===== config.mk =====
export PLATFORM = sky130hd
export DESIGN_NAME = axil_cmd_master
export DESIGN_NICKNAME = d
export VERILOG_FILES = /design/src/rtl/axil_pkg.sv /design/src/rtl/axil_cmd_master.sv
export SDC_FILE = /design/constraint.sdc
export NUM_CORES = 1
export LEC_CHECK = 0
export BUFFER_PORTS_ARGS = -buffer_cell sky130_fd_sc_hd__buf_2
export CAP_MARGIN = 5
export CORE_AREA = 2 2 105 107
export CTS_CLUSTER_DIAMETER = 120
export DETAILED_ROUTE_END_ITERATION = 10
export DIE_AREA = 0 0 107 109
export GPL_ROUTABILITY_DRIVEN = 1
export GPL_TIMING_DRIVEN = 0
export PLACE_DENSITY_LB_ADDON = 0.08
export SLEW_MARGIN = 10
export SYNTH_ARGS = -nofsm -noshare
export SYNTH_HDL_FRONTEND = slang
export SYNTH_SLANG_ARGS = --single-unit

===== constraint.sdc =====
create_clock -name clk -period 7.8 [get_ports clk]
set_input_delay 1.56 -clock clk [delete_from_list [all_inputs] [get_ports clk]]
set_output_delay 1.56 -clock clk [all_outputs]
set_load 0.02 [all_outputs]

===== src/rtl/axil_pkg.sv =====
// Shared AXI-Lite definitions: response codes and the request/response bus structs
// used by every AXI-Lite block on this interconnect.
package axil_pkg;

   localparam int unsigned AXIL_ADDR_W = 32;
   localparam int unsigned AXIL_DATA_W = 32;
   localparam int unsigned AXIL_STRB_W = AXIL_DATA_W / 8;

   typedef enum logic [1:0] {
      OKAY   = 2'd0,
      EXOKAY = 2'd1,
      SLVERR = 2'd2,
      DECERR = 2'd3
   } axil_resp_e;

   typedef struct packed {
      logic [AXIL_ADDR_W-1:0] addr;
   } axil_ax_t;

   typedef struct packed {
      logic [AXIL_DATA_W-1:0] data;
      logic [AXIL_STRB_W-1:0] strb;
   } axil_w_t;

   typedef struct packed {
      logic [AXIL_DATA_W-1:0] data;
      logic [1:0]             resp;
   } axil_r_t;

   typedef struct packed {
      logic     aw_valid;
      axil_ax_t aw;
      logic     w_valid;
      axil_w_t  w;
      logic     b_ready;
      logic     ar_valid;
      axil_ax_t ar;
      logic     r_ready;
   } axil_req_t;

   typedef struct packed {
      logic       aw_ready;
      logic       w_ready;
      logic       b_valid;
      logic [1:0] b;
      logic       ar_ready;
      logic       r_valid;
      axil_r_t    r;
   } axil_resp_t;

endpackage


===== src/rtl/axil_cmd_master.sv =====
// Single-outstanding AXI-Lite initiator: one command in, one AXI-Lite read or write
// transaction on the bus, one result out on the response stream.
module axil_cmd_master #(
   parameter int unsigned AddrWidth   = axil_pkg::AXIL_ADDR_W,
   parameter int unsigned DataWidth   = axil_pkg::AXIL_DATA_W,
   parameter type         axil_req_t  = axil_pkg::axil_req_t,
   parameter type         axil_resp_t = axil_pkg::axil_resp_t
) (
   input  logic                   clk,
   input  logic                   reset,
   input  logic                   cmd_valid,
   output logic                   cmd_ready,
   input  logic                   cmd_write,
   input  logic [AddrWidth-1:0]   cmd_addr,
   input  logic [DataWidth-1:0]   cmd_wdata,
   input  logic [DataWidth/8-1:0] cmd_wstrb,
   output logic                   rsp_valid,
   input  logic                   rsp_ready,
   output logic                   rsp_write,
   output logic [DataWidth-1:0]   rsp_rdata,
   output logic [1:0]             rsp_resp,
   output axil_req_t              m_axil_req,
   input  axil_resp_t             m_axil_resp
);

   localparam int unsigned StrbWidth = DataWidth / 8;

   typedef enum logic [2:0] {
      IDLE,
      WR_REQ,
      WR_RESP,
      RD_REQ,
      RD_RESP,
      DONE
   } state_e;

   state_e                 state_q;
   logic                   write_q;
   logic [AddrWidth-1:0]   addr_q;
   logic [DataWidth-1:0]   wdata_q;
   logic [StrbWidth-1:0]   wstrb_q;
   logic                   aw_valid_q, w_valid_q, aw_done_q, w_done_q;
   logic                   b_ready_q, ar_valid_q, r_ready_q;
   logic                   rsp_valid_q, rsp_write_q;
   logic [DataWidth-1:0]   rsp_rdata_q;
   logic [1:0]             rsp_resp_q;

   logic aw_hs, w_hs, wr_req_done;

   // AW and W complete independently; the write phase ends once both have been seen.
   assign aw_hs       = aw_valid_q & m_axil_resp.aw_ready;
   assign w_hs        = w_valid_q & m_axil_resp.w_ready;
   assign wr_req_done = (aw_done_q | aw_hs) & (w_done_q | w_hs);

   assign cmd_ready = (state_q == IDLE) && !reset;

   always_ff @(posedge clk or posedge reset) begin
      if (reset) begin
         state_q     <= IDLE;
         write_q     <= 1'b0;
         addr_q      <= '0;
         wdata_q     <= '0;
         wstrb_q     <= '0;
         aw_valid_q  <= 1'b0;
         w_valid_q   <= 1'b0;
         aw_done_q   <= 1'b0;
         w_done_q    <= 1'b0;
         b_ready_q   <= 1'b0;
         ar_valid_q  <= 1'b0;
         r_ready_q   <= 1'b0;
         rsp_valid_q <= 1'b0;
         rsp_write_q <= 1'b0;
         rsp_rdata_q <= '0;
         rsp_resp_q  <= 2'd0;
      end else begin
         // NOTE: every register here uses <= so all of them see the pre-edge state.
         unique case (state_q)
            IDLE: begin
               if (cmd_valid) begin
                  write_q <= cmd_write;
                  addr_q  <= cmd_addr;
                  wdata_q <= cmd_wdata;
                  wstrb_q <= cmd_wstrb;
                  if (cmd_write) begin
                     aw_valid_q <= 1'b1;
                     w_valid_q  <= 1'b1;
                     state_q    <= WR_REQ;
                  end else begin
                     ar_valid_q <= 1'b1;
                     state_q    <= RD_REQ;
                  end
               end
            end
            WR_REQ: begin
               if (aw_hs) begin
                  aw_valid_q <= 1'b0;
                  aw_done_q  <= 1'b1;
               end
               if (w_hs) begin
                  w_valid_q <= 1'b0;
                  w_done_q  <= 1'b1;
               end
               if (wr_req_done) begin
                  b_ready_q <= 1'b1;
                  state_q   <= WR_RESP;
               end
            end
            WR_RESP: begin
               if (m_axil_resp.b_valid) begin
                  b_ready_q   <= 1'b0;
                  rsp_resp_q  <= m_axil_resp.b;
                  rsp_rdata_q <= '0;
                  rsp_write_q <= write_q;
                  rsp_valid_q <= 1'b1;
                  state_q     <= DONE;
               end
            end
            RD_REQ: begin
               if (m_axil_resp.ar_ready) begin
                  ar_valid_q <= 1'b0;
                  r_ready_q  <= 1'b1;
                  state_q    <= RD_RESP;
               end
            end
            RD_RESP: begin
               if (m_axil_resp.r_valid) begin
                  r_ready_q   <= 1'b0;
                  rsp_rdata_q <= m_axil_resp.r.data;
                  rsp_resp_q  <= m_axil_resp.r.resp;
                  rsp_write_q <= write_q;
                  rsp_valid_q <= 1'b1;
                  state_q     <= DONE;
               end
            end
            DONE: begin
               if (rsp_ready) begin
                  rsp_valid_q <= 1'b0;
                  aw_done_q   <= 1'b0;
                  w_done_q    <= 1'b0;
                  state_q     <= IDLE;
               end
            end
            default: state_q <= IDLE;
         endcase
      end
   end

   assign rsp_valid = rsp_valid_q;
   assign rsp_write = rsp_write_q;
   assign rsp_rdata = rsp_rdata_q;
   assign rsp_resp  = rsp_resp_q;

   // Bus fields are pure wiring of registers; anything not driven below stays 0.
   always_comb begin
      m_axil_req          = '0;
      m_axil_req.aw_valid = aw_valid_q;
      m_axil_req.aw.addr  = addr_q;
      m_axil_req.w_valid  = w_valid_q;
      m_axil_req.w.data   = wdata_q;
      m_axil_req.w.strb   = wstrb_q;
      m_axil_req.b_ready  = b_ready_q;
      m_axil_req.ar_valid = ar_valid_q;
      m_axil_req.ar.addr  = addr_q;
      m_axil_req.r_ready  = r_ready_q;
   end

endmodule


# Word level (Yosys, flattened, before mapping)
# Cells that the tools add are included.
[op_classes]
eq_ne = 15
bitwise_logic = 5
mux = 41
reduce_logical = 21
[ops]
columns = ["cell", "count"]
rows = [
  ["32-bit 2-to-1 mux", 2],
  ["32-bit case mux with 2 select lines", 1],
  ["2-bit != test, second input constant", 10],
  ["1-bit 2-to-1 mux", 18],
  ["3-bit 2-to-1 mux", 6],
  ["3-bit case mux with 6 select lines", 1],
  ["1-bit case mux with 2 select lines", 8],
  ["4-bit AND reduction", 4],
  ["3-bit AND reduction", 5],
  ["2-bit nonzero test", 6],
  ["3-bit by 2-bit == test with 1-bit output, second input constant", 2],
  ["3-bit == test, second input constant", 2],
  ["2-bit 2-to-1 mux", 3],
  ["6-bit AND reduction", 1],
  ["2-bit case mux with 2 select lines", 1],
  ["1-bit AND", 3],
  ["3-bit by 1-bit == test with 1-bit output, second input constant", 1],
  ["3-bit zero test", 1],
  ["1-bit case mux with 3 select lines", 1],
  ["3-bit nonzero test", 1],
  ["1-bit OR", 2],
  ["2-bit AND reduction", 1],
  ["1-bit logical AND", 1],
  ["1-bit zero test", 1],
]
[totals]
inputBits = 114
out_inout_bits = 142
regBits = 115

# Longest topological paths before layout
[logic_depth]
depth_word = 5
ltp_mapped = 6
ltp_nobuf = 3

# Worst setup path after synthesis
# OpenSTA, ideal clock, no wires.
[synth_path]
path_kind = "in2out"
from = "input reset"
to = "output cmd_ready"
t_required_ps = 6240
path_slack_ps = 4053
stages = 1
path_buffers = 0
arrival_time_ps = 2187
path_cell_list = "nor4_1"
[synth_between]
elab_chain_len = 2
[synth_rtl]
columns = ["element", "line", "text"]
rows = [
  ["from (decl)", "axil_cmd_master.sv:10", "input logic reset,"],
  ["1-bit zero test (no source line)", "n/a", ""],
  ["1-bit logical AND", "axil_cmd_master.sv:55", "assign cmd_ready = (state_q == IDLE) && !reset;"],
  ["to (decl)", "axil_cmd_master.sv:12", "output logic cmd_ready,"],
]
# No other way between the ends.

# Worst setup path after layout
# Ends and elaborated chain as after synthesis.

==> impl_metrics.py <==
metrics = {
    "yosys": {
        "synthDistinctLibCells": 33,
        "avgSynthCellArea_um2": 12.9,
        "yosys.area.top_type_share_pct": 57.0,
        "yosys_register_bits": 115,
        "yosysWarnings": 0,
        "ys_seq_area_share_pct": 57.0,
        "synth_nets": 507,
        "syn_area_um2": 5050,
        "netlist_instances": 393,
        "synthTopCellsByArea": "dfrtp_1 57%, mux2_2 15%, mux2i_1 6.9%, buf_4 5.9%, nand2_1 2.7%",
        "synth_top_area_cell": "dfrtp_1",
    },
    "cts": {
        "root_buffer": "clkbuf_8",
        "clk_pin_slew_ns": 0.05,
        "cts_resized": 0,
        "clk_path_buf_depth": 2,
        "clk_latency_ns": 0.51,
        "cts_inserted_buffers": 17,
        "cts_hold_repair.buffers": 0,
        "clkSinkCount": 115,
        "cts_tree": "done",
        "cts_setup_buffers": 0,
        "ctsHtreeMaxLevel": 4,
    },
    "detailed_routing": {
        "ant_nets": 0,
        "drc": 0,
        "highest_layer": "met4",
        "wl_per_cell_um": 14.3,
        "dr_total_vias": 3831,
        "dr_wl_met2_um": 5830,
        "drt_iter0_markers": 203,
        "drt-total-wl_um": 11700,
        "wl_met3_um": 947,
        "drt-met1-wl_um": 4680,
        "drtPass1Iterations": 4,
        "vias_per_cell": 4.68,
    },
    "sta": {
        "setup-tns-final_ns": 0,
        "rsz0062_at_grt": "false",
        "min_period_ns": 3.62,
        "setup_viol_count_final": 0,
        "maxSlewHeadroom_pct": 46.6,
        "fin_crit_sh_pct": 46.4,
        "tightest_slew_ns": 0.797,
        "slew_violations": 0,
        "max_freq_ghz": 0.276,
        "hold_violations": 0,
        "finalClockSkew_ns": 0.00815,
    },
    "global_route": {
        "grt_pass1_vias": 3794,
        "grt_pass1_wl_um": 18100,
        "antenna_found_initial": 0,
        "grt_max_degree": 82,
        "groute.usage.overall_pct": 20.3,
        "gr-total-overflow": 0,
    },
    "die": {
        "die_w_um": 107,
        "io_pins": 256,
        "fp-row-count": 38,
        "start_util_pct": 47.6,
        "chipHeight_um": 109,
        "core-area_um2": 10600,
        "dieArea_um2": 11700,
    },
    "place": {
        "io_buffer_count": 255,
        "gp_congestion": 0.778,
        "hpwl_um": 8810,
    },
    "hold_path": {
        "min_from": "wdata_q[27]",
        "hp-class": "reg2reg",
    },
    "worst_setup_path": {
        "cp-startpoint": "reset",
        "rrSetupSlack_ns": 5.82,
        "r2r_end": "addr_q[9]",
        "r2r_start": "state_q[0]",
        "r2r_cells": 4,
        "crit_required_ns": 6.24,
        "cp_max_fo": 2,
        "crit_path_end_kind": "primary output",
        "arrival_ns": 2.06,
        "critPathKind": "in2out",
        "cp-start-kind": "primary input",
        "crit_end": "cmd_ready",
    },
    "layout": {
        "syn_to_final_growth_pct": 39.9,
        "antennaDiodeCount": 0,
        "drive_gt1_share_pct": 60.6,
        "nFillCells": 841,
        "nNetsFinal": 782,
    },
    "power": {
        "finalPower_mw": 3.40,
        "leakagePower_nw": 3.57,
        "p_per_area_nw_per_um2": 481,
        "ir_drop_v": 0.000249,
    },
    "status": {
        "outcome": "finished clean",
    },
    "flow_run": {
        "cap_violations": 0,
    },
}
==> power breakdown <==
group	leakage, nW	internal (mW)	switching (mW)
Clock	0.269	0.447	0.245
Combinational	1.89	0.719	0.926
Sequential	1.40	0.895	0.167
==> Yosys cell counts (all sizes together) <==
cell and instances:
a22o 1, nor3b 1, nand2b 1, o211ai 2
nor4 1, nor2 2, inv 34, or2 1
nand2 37, nand3 1, mux2 74, nor3 1
a31oi 5, nor4b 1, o21ai 4, o2bb2ai 3
o311ai 1, a221o 1, mux2i 35, buf 56
o31ai 1, dfrtp 115, a21oi 3, clkbuf 1
a32oi 1, nor2b 5, o22a 1, nand3b 3
a21bo 1
==> worst max-delay path, stage by stage <==
cell and delay (ns):
buf_2 0.13, nor4_1 0.15, buf_2 0.22
==> worst min-delay path by stage <==
| stage | end | slack (ns) | cells after the start |
|---|---|---|---|
| 5_1_grt | wdata_q[21] | 0.49 | 1 |
| 3_3_place_gp | wdata_q[26] | 0.47 | 1 |
| 6_report | wdata_q[27] | 0.48 | 1 |
| 2_1_floorplan | write_q | 0.47 | 1 |
| 4_1_cts | wdata_q[21] | 0.48 | 1 |
| 3_5_place_dp | wdata_q[21] | 0.47 | 1 |
==> placed cells by master (no fill, tap or decap), drive strengths merged <==
cell type  count
nor2           2
nor2b          5
a21oi          3
or2            1
a31oi          5
o311ai         1
nand2b         1
o31ai          1
nand3          1
nor3           1
nor4           1
inv           34
nand3b         3
mux2          74
bufinv         1
o21ai          4
a32oi          1
o2bb2ai        3
nor4b          1
o211ai         2
a22o           1
buf          312
mux2i         35
a21bo          1
nor3b          1
clkinv         5
a221o          1
nand2         37
clkbuf        24
o22a           1
dfrtp        115
==> kinds of logic (layout without fill, tap and decap cells) <==
kind of cell           Yosys count  in the layout  share of synthesized area [%]
flip-flops                     115            115                           57.0
AO/OA/AOI/OAI                   24             24                           3.37
AND/OR/NAND/NOR                 54             54                           5.25
buffers and inverters           91            376                           11.0
multiplexers                   109            109                           23.4
==> per-stage QoR <==
stage | hold WS, ns | cells | utilization, % | area [um^2] | setup slack, ns
after detailed placement | 0.472 | 789 | 61.6 | 6540 | 4.18
final | 0.483 | 818 | 66.7 | 7070 | 4.18
after global routing | 0.489 | 818 | 66.7 | 7070 | 4.11
after floorplan | 0.475 | 393 | - | 5050 | 3.20
after global placement | 0.466 | 788 | 61.3 | 6500 | 1.85
after CTS | 0.483 | 818 | 66.7 | 7070 | 4.18
==> sequential cells by signal, indices dropped and copies added, names as in the netlist, 2 cells and up <==
signal and flops:
rsp_rdata 32, addr_q 32, rsp_resp 2, state_q 3, wstrb_q 4, wdata_q 32
==> final cells by class <==
type	count	area, um^2	share of cell area, %
inverters	34	133	1.88
clock inverters	6	55.1	0.779
clock buffers	23	477	6.75
flip-flops and latches	115	2880	40.7
well taps	140	175	2.48
plain buffers	57	427	6.04
repair buffers	256	1300	18.4
multi-input cells	187	1620	22.9
==> routing by layer <==
metal | GRT usage [%] | vias up
met5 | 0 | -
met4 | 8.16 | 0
li1 | - | 1839
met3 | 7.29 | 22
met2 | 33.9 | 161
met1 | 24.1 | 1809
No activity file was read; power rests on OpenSTA's default activity.
